## config.mk

```make
export PLATFORM = sky130hd
export DESIGN_NAME = mem_arb
export DESIGN_NICKNAME = d
export VERILOG_FILES = /design/src/rtl/mem_arb_pkg.sv /design/src/rtl/mem_arb_prio.sv /design/src/rtl/mem_arb.sv
export SDC_FILE = /design/constraint.sdc
export NUM_CORES = 1
export LEC_CHECK = 0
export CAP_MARGIN = 20
export CORE_ASPECT_RATIO = 1.25
export CORE_MARGIN = 2
export CORE_UTILIZATION = 45
export CTS_CLUSTER_DIAMETER = 150
export DETAILED_ROUTE_END_ITERATION = 6
export DONT_BUFFER_PORTS = 1
export HOLD_SLACK_MARGIN = 0.12
export PLACE_DENSITY_LB_ADDON = 0.12
export RECOVER_POWER = 100
export SLEW_MARGIN = 20
export SYNTH_ARGS = -nofsm -noshare
export SYNTH_HDL_FRONTEND = slang
export SYNTH_SLANG_ARGS = --single-unit
```

## constraint.sdc

```tcl
create_clock -name CLK -period 4.25 [get_ports CLK]
set_clock_uncertainty 0.2 [all_clocks]
set_input_delay 0.6375 -clock CLK [delete_from_list [all_inputs] [get_ports CLK]]
set_output_delay 0.6375 -clock CLK [all_outputs]
set_load 0.03 [all_outputs]
```

## src/rtl/mem_arb_pkg.sv

```systemverilog
// Shared definitions for the instruction/data memory arbiter: FSM state
// encodings and the port-select constants used by the top and priority block.
package mem_arb_pkg;

  typedef enum logic [1:0] {
    ST_IDLE  = 2'd0,
    ST_ISSUE = 2'd1,
    ST_WAIT  = 2'd2,
    ST_DONE  = 2'd3
  } state_t;

  localparam logic SEL_IF = 1'b0;
  localparam logic SEL_DM = 1'b1;

endpackage

```

## src/rtl/mem_arb_prio.sv

```systemverilog
// Winner selection between fetch and data ports: data has priority unless
// fetch has lost STARVE_MAX consecutive decisions while requesting.
module mem_arb_prio
  import mem_arb_pkg::*;
#(
  parameter int STARVE_MAX = 3
) (
  input  logic i_clk,
  input  logic i_rst_n,
  input  logic i_decide,
  input  logic i_if_req,
  input  logic i_dm_req,
  output logic o_sel,
  output logic o_any
);

  localparam int CW = $clog2(STARVE_MAX + 1);

  logic [CW-1:0] r_starve_cnt;
  logic          w_starved;

  always_comb begin
    w_starved = (r_starve_cnt == CW'(STARVE_MAX));
    o_any     = i_if_req | i_dm_req;
    if (i_dm_req && !(i_if_req && w_starved)) begin
      o_sel = SEL_DM;
    end else begin
      o_sel = SEL_IF;
    end
  end

  // Count only decisions where fetch was waiting and lost; any fetch win clears it.
  always_ff @(posedge i_clk or negedge i_rst_n) begin
    if (!i_rst_n) begin
      r_starve_cnt <= {CW{1'b0}};
    end else if (i_decide && o_any) begin
      if (o_sel == SEL_IF) begin
        r_starve_cnt <= {CW{1'b0}};
      end else if (i_if_req && !w_starved) begin
        r_starve_cnt <= r_starve_cnt + CW'(1);
      end else begin
        r_starve_cnt <= r_starve_cnt;
      end
    end else begin
      r_starve_cnt <= r_starve_cnt;
    end
  end

endmodule

```

## src/rtl/mem_arb.sv

```systemverilog
// Shares one single-port synchronous memory between the fetch port and the
// load/store port, one transaction in flight, all outputs registered.
module mem_arb
  import mem_arb_pkg::*;
#(
  parameter int AW         = 8,
  parameter int DW         = 32,
  parameter int MEM_LAT    = 2,
  parameter int STARVE_MAX = 3
) (
  input  logic          CLK,
  input  logic          RST_F,
  input  logic          IF_REQ,
  input  logic [AW-1:0] IF_ADDR,
  output logic          IF_GNT,
  output logic          IF_RVALID,
  output logic [DW-1:0] IF_RDATA,
  input  logic          DM_REQ,
  input  logic          DM_WE,
  input  logic [AW-1:0] DM_ADDR,
  input  logic [DW-1:0] DM_WDATA,
  output logic          DM_GNT,
  output logic          DM_RVALID,
  output logic [DW-1:0] DM_RDATA,
  output logic          MEM_EN,
  output logic          MEM_WE,
  output logic [AW-1:0] MEM_ADDR,
  output logic [DW-1:0] MEM_WDATA,
  input  logic [DW-1:0] MEM_RDATA,
  output logic          BUSY
);

  localparam int LAT_W = (MEM_LAT > 2) ? $clog2(MEM_LAT - 1) : 1;

  state_t           r_state;
  logic             r_sel;
  logic             r_we;
  logic [LAT_W-1:0] r_lat_cnt;
  logic             w_decide;
  logic             w_sel;
  logic             w_any;

  assign w_decide = (r_state == ST_IDLE) || (r_state == ST_DONE);

  mem_arb_prio #(
    .STARVE_MAX(STARVE_MAX)
  ) u_prio (
    .i_clk   (CLK),
    .i_rst_n (RST_F),
    .i_decide(w_decide),
    .i_if_req(IF_REQ),
    .i_dm_req(DM_REQ),
    .o_sel   (w_sel),
    .o_any   (w_any)
  );

  always_ff @(posedge CLK or negedge RST_F) begin
    if (!RST_F) begin
      r_state   <= ST_IDLE;
      r_sel     <= SEL_IF;
      r_we      <= 1'b0;
      r_lat_cnt <= {LAT_W{1'b0}};
      IF_GNT    <= 1'b0;
      IF_RVALID <= 1'b0;
      IF_RDATA  <= {DW{1'b0}};
      DM_GNT    <= 1'b0;
      DM_RVALID <= 1'b0;
      DM_RDATA  <= {DW{1'b0}};
      MEM_EN    <= 1'b0;
      MEM_WE    <= 1'b0;
      MEM_ADDR  <= {AW{1'b0}};
      MEM_WDATA <= {DW{1'b0}};
      BUSY      <= 1'b0;
    end else begin
      IF_GNT    <= 1'b0;
      IF_RVALID <= 1'b0;
      DM_GNT    <= 1'b0;
      DM_RVALID <= 1'b0;
      MEM_EN    <= 1'b0;
      MEM_WE    <= 1'b0;
      case (r_state)
        ST_IDLE, ST_DONE: begin
          if (w_any) begin
            r_state  <= ST_ISSUE;
            r_sel    <= w_sel;
            r_we     <= (w_sel == SEL_DM) && DM_WE;
            IF_GNT   <= (w_sel == SEL_IF);
            DM_GNT   <= (w_sel == SEL_DM);
            MEM_EN   <= 1'b1;
            MEM_WE   <= (w_sel == SEL_DM) && DM_WE;
            MEM_ADDR <= (w_sel == SEL_DM) ? DM_ADDR : IF_ADDR;
            // Write data bus only moves for writes so it holds its last value otherwise.
            if ((w_sel == SEL_DM) && DM_WE) begin
              MEM_WDATA <= DM_WDATA;
            end else begin
              MEM_WDATA <= MEM_WDATA;
            end
            BUSY <= 1'b1;
          end else begin
            r_state <= ST_IDLE;
            BUSY    <= 1'b0;
          end
        end
        ST_ISSUE: begin
          BUSY <= 1'b1;
          if (r_we) begin
            r_state   <= ST_DONE;
            DM_RVALID <= 1'b1;
          end else if (MEM_LAT == 1) begin
            r_state <= ST_DONE;
            if (r_sel == SEL_DM) begin
              DM_RDATA  <= MEM_RDATA;
              DM_RVALID <= 1'b1;
            end else begin
              IF_RDATA  <= MEM_RDATA;
              IF_RVALID <= 1'b1;
            end
          end else begin
            r_state   <= ST_WAIT;
            r_lat_cnt <= LAT_W'(MEM_LAT - 2);
          end
        end
        ST_WAIT: begin
          BUSY <= 1'b1;
          if (r_lat_cnt == {LAT_W{1'b0}}) begin
            r_state <= ST_DONE;
            if (r_sel == SEL_DM) begin
              DM_RDATA  <= MEM_RDATA;
              DM_RVALID <= 1'b1;
            end else begin
              IF_RDATA  <= MEM_RDATA;
              IF_RVALID <= 1'b1;
            end
          end else begin
            r_lat_cnt <= r_lat_cnt - LAT_W'(1);
          end
        end
        default: begin
          r_state <= ST_IDLE;
          BUSY    <= 1'b0;
        end
      endcase
    end
  end

endmodule

```

==> Word level (Yosys, flattened, before mapping) <==
Index checks and enable logic that the tools add are counted.
{ "classes": {"addsub": 2, "eq_ne": 7, "n_mux": 27, "bitwise": 4, "n_reduce_logical": 18} }
{ "op_table": {"columns": ["op", "count"], "rows": [
  ["$mux W1", 19],
  ["$reduce_and A3 Y1", 3],
  ["$mux W8", 1],
  ["$eq A2 B2 Y1 const B", 3],
  ["$mux W2", 3],
  ["$ne A2 B2 Y1 const B", 3],
  ["$pmux W1 S2", 3],
  ["$pmux W2 S3", 1],
  ["$reduce_and A2 Y1", 3],
  ["$logic_and A1 B1 Y1", 5],
  ["$reduce_or A2 Y1", 2],
  ["$not A1 Y1", 3],
  ["$add A2 B1 Y2 const B", 1],
  ["$eq A2 B1 Y1 const B", 1],
  ["$logic_not A1 Y1", 2],
  ["$logic_not A2 Y1", 1],
  ["$reduce_bool A2 Y1", 1],
  ["$logic_or A1 B1 Y1", 1],
  ["$or A1 B1 Y1", 1],
  ["$sub A1 B1 Y1 const B", 1]
]} }
{ "totals": {"ff_bits": 118, "input_bits": 85, "out_inout_bits": 111, "word_cells": 74} }

==> Depth between registers and ports, before layout <==
{ "logic_depth": {"ltp_word": 8, "depth_mapped": 7, "depth_no_buf": 6} }

==> By module <==
From an unflattened synthesis, not the netlist that was laid out.
{ "unflattened": {"hier_cells": 279, "hier_area_um2": 4561.9} }
{ "by_module_without_submodules": {"columns": ["module", "n_inst", "cells_each", "area_each_um2", "seq_area_each_um2"], "rows": [
  ["mem_arb", 1, 270, 4450.5, 2877.8],
  ["mem_arb_prio", 1, 9, 111.4, 50.0]
]} }

==> Worst setup path before layout <==
OpenSTA, ideal clock, no wires.
{ "synth_path": {"path_type": "in2reg", "start": "input port DM_REQ", "end": "register MEM_WDATA[10]", "setup_time_ps": 125, "t_arrival_ps": 1539, "t_required_ps": 3925, "path_slack_ps": 2386, "cell_stages": 5, "n_path_buf": 2, "cell_sequence": "a21boi_1 > and3_1 > buf_6 > buf_6 > mux2_4"} }
{ "synth_between": {"elab_chain_cells": 4, "word_cells_on_any_way": 5, "classes_between": "mux: 1; bitwise: 1; reduce/logical: 3"} }
{ "synth_rtl": {"columns": ["item", "line", "source"], "rows": [
  ["from (decl)", "mem_arb.sv:18", "input logic DM_REQ,"],
  ["$logic_and A1 B1 Y1", "mem_arb_prio.sv:25", "if (i_dm_req && !(i_if_req && w_starved)) begin"],
  ["$mux W1", "mem_arb_prio.sv:25", null],
  ["$logic_and A1 B1 Y1", "mem_arb.sv:93", "if ((w_sel == SEL_DM) && DM_WE) begin"],
  ["$reduce_and A3 Y1 (no line) (*)", null, null],
  ["to (signal assigned)", "mem_arb.sv:72", "MEM_WDATA <= {DW{1'b0}};"],
  ["to (decl)", "mem_arb.sv:28", "output logic [DW-1:0] MEM_WDATA,"]
]} }
Mark *: on every way between the ends. The rest lies on a longest branch, timed or not.
A chain may end at the register's enable or synchronous reset.

==> Worst setup path in the final report <==
{ "layout_path": {"start": "register r_state[0]", "end": "register DM_RDATA[11]"} }
{ "layout_between": {"elab_chain_cells": 2} }
{ "layout_rtl": {"columns": ["item", "line", "source"], "rows": [
  ["from (decl)", "mem_arb.sv:35", "state_t r_state;"],
  ["from (signal assigned)", "mem_arb.sv:59", "r_state <= ST_IDLE;"],
  ["from (signal assigned)", "mem_arb.sv:84", "r_state <= ST_ISSUE;"],
  ["from (signal assigned)", "mem_arb.sv:100", "r_state <= ST_IDLE;"],
  ["$eq A2 B2 Y1", "mem_arb.sv:81", "case (r_state)"],
  ["$reduce_and A3 Y1 (no line)", null, null],
  ["to (signal assigned)", "mem_arb.sv:68", "DM_RDATA <= {DW{1'b0}};"],
  ["to (decl)", "mem_arb.sv:24", "output logic [DW-1:0] DM_RDATA,"]
]} }
No other way between the ends.

==> impl_metrics.yaml <==
cells_and_area:
  most_frequent_standard_cell_in_the_layout_excluding_fill_and_tap_cells: "sky130_fd_sc_hd__dfrtp_1"
  syn2layout_area_growth_pct: 12.9
  design.final.nets: 375
  layout-drive-gt1-share_pct: 34.3
  count_of_inserted_antenna_diode_cells: 0
  fillers: 824
  layout.cells.non_filler: 426
  most-common-layout-cells: "sky130_fd_sc_hd__dfrtp_1, sky130_fd_sc_hd__mux2_2, sky130_fd_sc_hd__mux2_1"
timing:
  timing.fmax_ghz: 0.361
  setup_violations: 0
  min_period_over_period_pct: 65.3
  setup_total_negative_slack_ns: 0
  timing_hold_violations_final: 0
  postLayoutSetupSlackWorst_ns: 1.48
  fin_crit_ns: 2.77
  timing_worst_slew_pin_value_ns: 1.75
  setup_repair_after_global_routing_missed_its_margin: "no"
  final_report_max_slew_violation_count: 34
  relSlewSlack_pct: -17.3
clocking:
  tritoncts: "yes"
  total_clock_buffers_created_by_cts: 17
  clkSlewWorstSetupHoldPaths_ns: 0.05
  cts-resized-gates: 0
  clock_latency_ns: 0.40
  cts-root-buf: "sky130_fd_sc_hd__clkbuf_16"
  cts_sinks: 117
  cts_buffer_depth: 2
  htreeDepth: 4
hold_path:
  min_from: "DM_WDATA[30]"
  hp-class: "in -> reg"
worst_setup_path:
  cp-start-kind: "flip-flop"
  worst_ep_arrival_time_ns: 2.85
  path_max_fanout: 19
  critical_path.startpoint: "r_state[0]"
  worst_r2r_startpoint: "r_state[0]"
  required_ns: 4.33
  kind_of_critical_path: "reg -> reg"
  critPathCaptureType: "flip-flop"
synthesis:
  syn-mean-instance-area_sq_um: 16.3
  synth_largest_type_area_fraction_pct: 64.8
  syn_area_sq_um: 4520
  syn-instance-count: 278
  post_synth_fa_ha_maj_area_fraction_pct: 0.830
  synth_sequential_area_ratio_pct: 64.8
  synthesis.nets: 366
  netlist.top_cell.by_area: "sky130_fd_sc_hd__dfrtp_1"
  number_of_distinct_library_cells_after_synthesis: 22
  combinational_family_with_the_most_area_after_synthesis: "multiplexers"
  ys_async_sr_fraction_pct: 100
  ys_seq_elements: 117
  synth-compound-area-share_pct: 2.21
  main_area_contributors_after_synthesis: "sky130_fd_sc_hd__dfrtp_1, sky130_fd_sc_hd__mux2_2, sky130_fd_sc_hd__mux2_4"
  synth.mux.area_fraction_pct: 27.6
  synth_enable_flop_cells: 0
  synth_simple_gate_area_share_pct: 2.13
  post_synth_xor_area_fraction_pct: 0
  synth-warning-count: 0
  ys.flop_type: "sky130_fd_sc_hd__dfrtp_1"
place:
  port_buffers: 0
  place.detailed.instances: 392
  globalplace.congestion: 0.693
  post-place-ws_ns: 1.57
  detailed_place_hpwl_um: 5830
run_status:
  failing_checks: "capacitance limit, slew limit"
  outcome: "complete, but fails checks"
floorplan:
  die_x_um: 93.6
  chipHeight_um: 116
  placement_rows: 40
  core_region_area_sq_um: 9710
  io-pin-count: 196
  initial_utilization_pct: 46.6
  floorplan.die_area_sq_um: 10900
routing:
  detailedRoute.firstPassIterationCount: 4
  route.vias.total: 2253
  via_per_inst: 5.29
  count_of_routing_violations_after_the_opening_detailed_route_iteration: 67
  drc_errors: 0
  detail_route.wirelength_um: 8480
  detail-route-antenna-nets: 0
  drt-wirelength-per-cell_um: 19.9
power:
  peakVddDrop_v: 0.000481
  power_leakage_uw: 0.00223
  power_density_of_the_placed_cells_nw_per_um2: 1070
grt:
  gr-usage-all-layers_pct: 15.9
  maximum_number_of_pins_on_one_net_before_global_route_repair: 118
  grt_first_pass_wirelength_um: 12800
  vias_in_the_first_global_route: 2411
  antenna_found_initial: 0
  grt.overflow.total: 0
run:
  maxCapViolations: 1
-- final timing paths --
| kind | to | slack, ns | cells after the start |
|---|---|---|---|
| max in group asynchronous | MEM_ADDR[1] | 2.73 | 2 |
| max | DM_RDATA[11] | 1.48 | 5 |
| min in group asynchronous | MEM_WDATA[14] | 0.65 | 2 |
| max reg2reg | DM_RDATA[11] | 1.48 | 5 |
| min reg2reg | r_we | 0.28 | 1 |
| min | MEM_WDATA[30] | 0.17 | 1 |
-- report_power, final --
group	internal (uW)	total [uW]	leakage [uW]	switching [uW]
Clock	870	1350	0.000273	480
Sequential	1670	3150	0.00138	1470
Combinational	545	948	0.000576	403
Total	3090	5450	0.00223	2360
-- metrics by stage --
| step | utilization, % | hold slack (ns) | power, uW | cell area (sq um) |
|---|---|---|---|---|
| after detailed placement | 47.5 | 0.144 | 4290 | 4610 |
| after CTS | 53.8 | 0.163 | 5690 | 5220 |
| final | 52.6 | 0.173 | 5450 | 5100 |
| after global routing | 52.6 | 0.151 | 5730 | 5100 |
| after floorplan | - | 0.142 | 4020 | 4520 |
| after global placement | 47.5 | 0.144 | 4250 | 4610 |
-- area by class of cell --
class                      instances  area [sq um]  area share (%)
multi-input combinational        142          1380            27.0
clock buffer                      18           439            8.61
inverter                           5          18.8           0.368
tap                              126           158            3.09
sequential                       117          2930            57.4
clock inverter                    14           136            2.67
timing repair buffer               4          45.0           0.883
-- Yosys cell counts, drive strengths merged, types with 2 or more instances --
cell,count
ha,3
dfrtp,117
a221o,2
nand2,6
buf,13
a21oi,7
o21ai,3
a21o,2
inv,5
and3,3
mux2,96
mux2i,6
nor2,9
-- kinds of logic (layout without fill, tap and decap cells) --
logic type / count (synthesis) / count (layout)
buf+inv: 19 / 41
flops: 117 / 117
mux: 102 / 102
compound gates: 16 / 16
fa+ha+maj: 3 / 3
simple gates: 21 / 21
-- worst max-delay path, cell delays in order, from the launching register on --
cell                       delay, ns
sky130_fd_sc_hd__dfrtp_1        0.35
sky130_fd_sc_hd__inv_1          0.05
sky130_fd_sc_hd__ha_1           0.21
sky130_fd_sc_hd__nand2_1        0.50
sky130_fd_sc_hd__clkbuf_1       0.91
sky130_fd_sc_hd__mux2_2         0.43
-- metal layers --
layer | share of wire [%] | global-route usage (%)
met3 | 11 | 7.93
met5 | 0 | 0
met1 | 36 | 17.0
met4 | 1.8 | 8.70
met2 | 51 | 25.9
-- flip-flops by register name (all words and copies together), names as in the netlist, 2 cells and up --
name	count
DM_RDATA	32
MEM_WDATA	32
MEM_ADDR	8
u_prio.r_starve_cnt	2
IF_RDATA	32
r_state	2
-- repair_timing --
| action | in CTS | in global routing |
|---|---|---|
| setup buffers | 0 | 0 |
| hold endpoints to repair | 117 | 0 |
| hold buffers | 2 | 0 |
(Power assumes the default switching activity.)
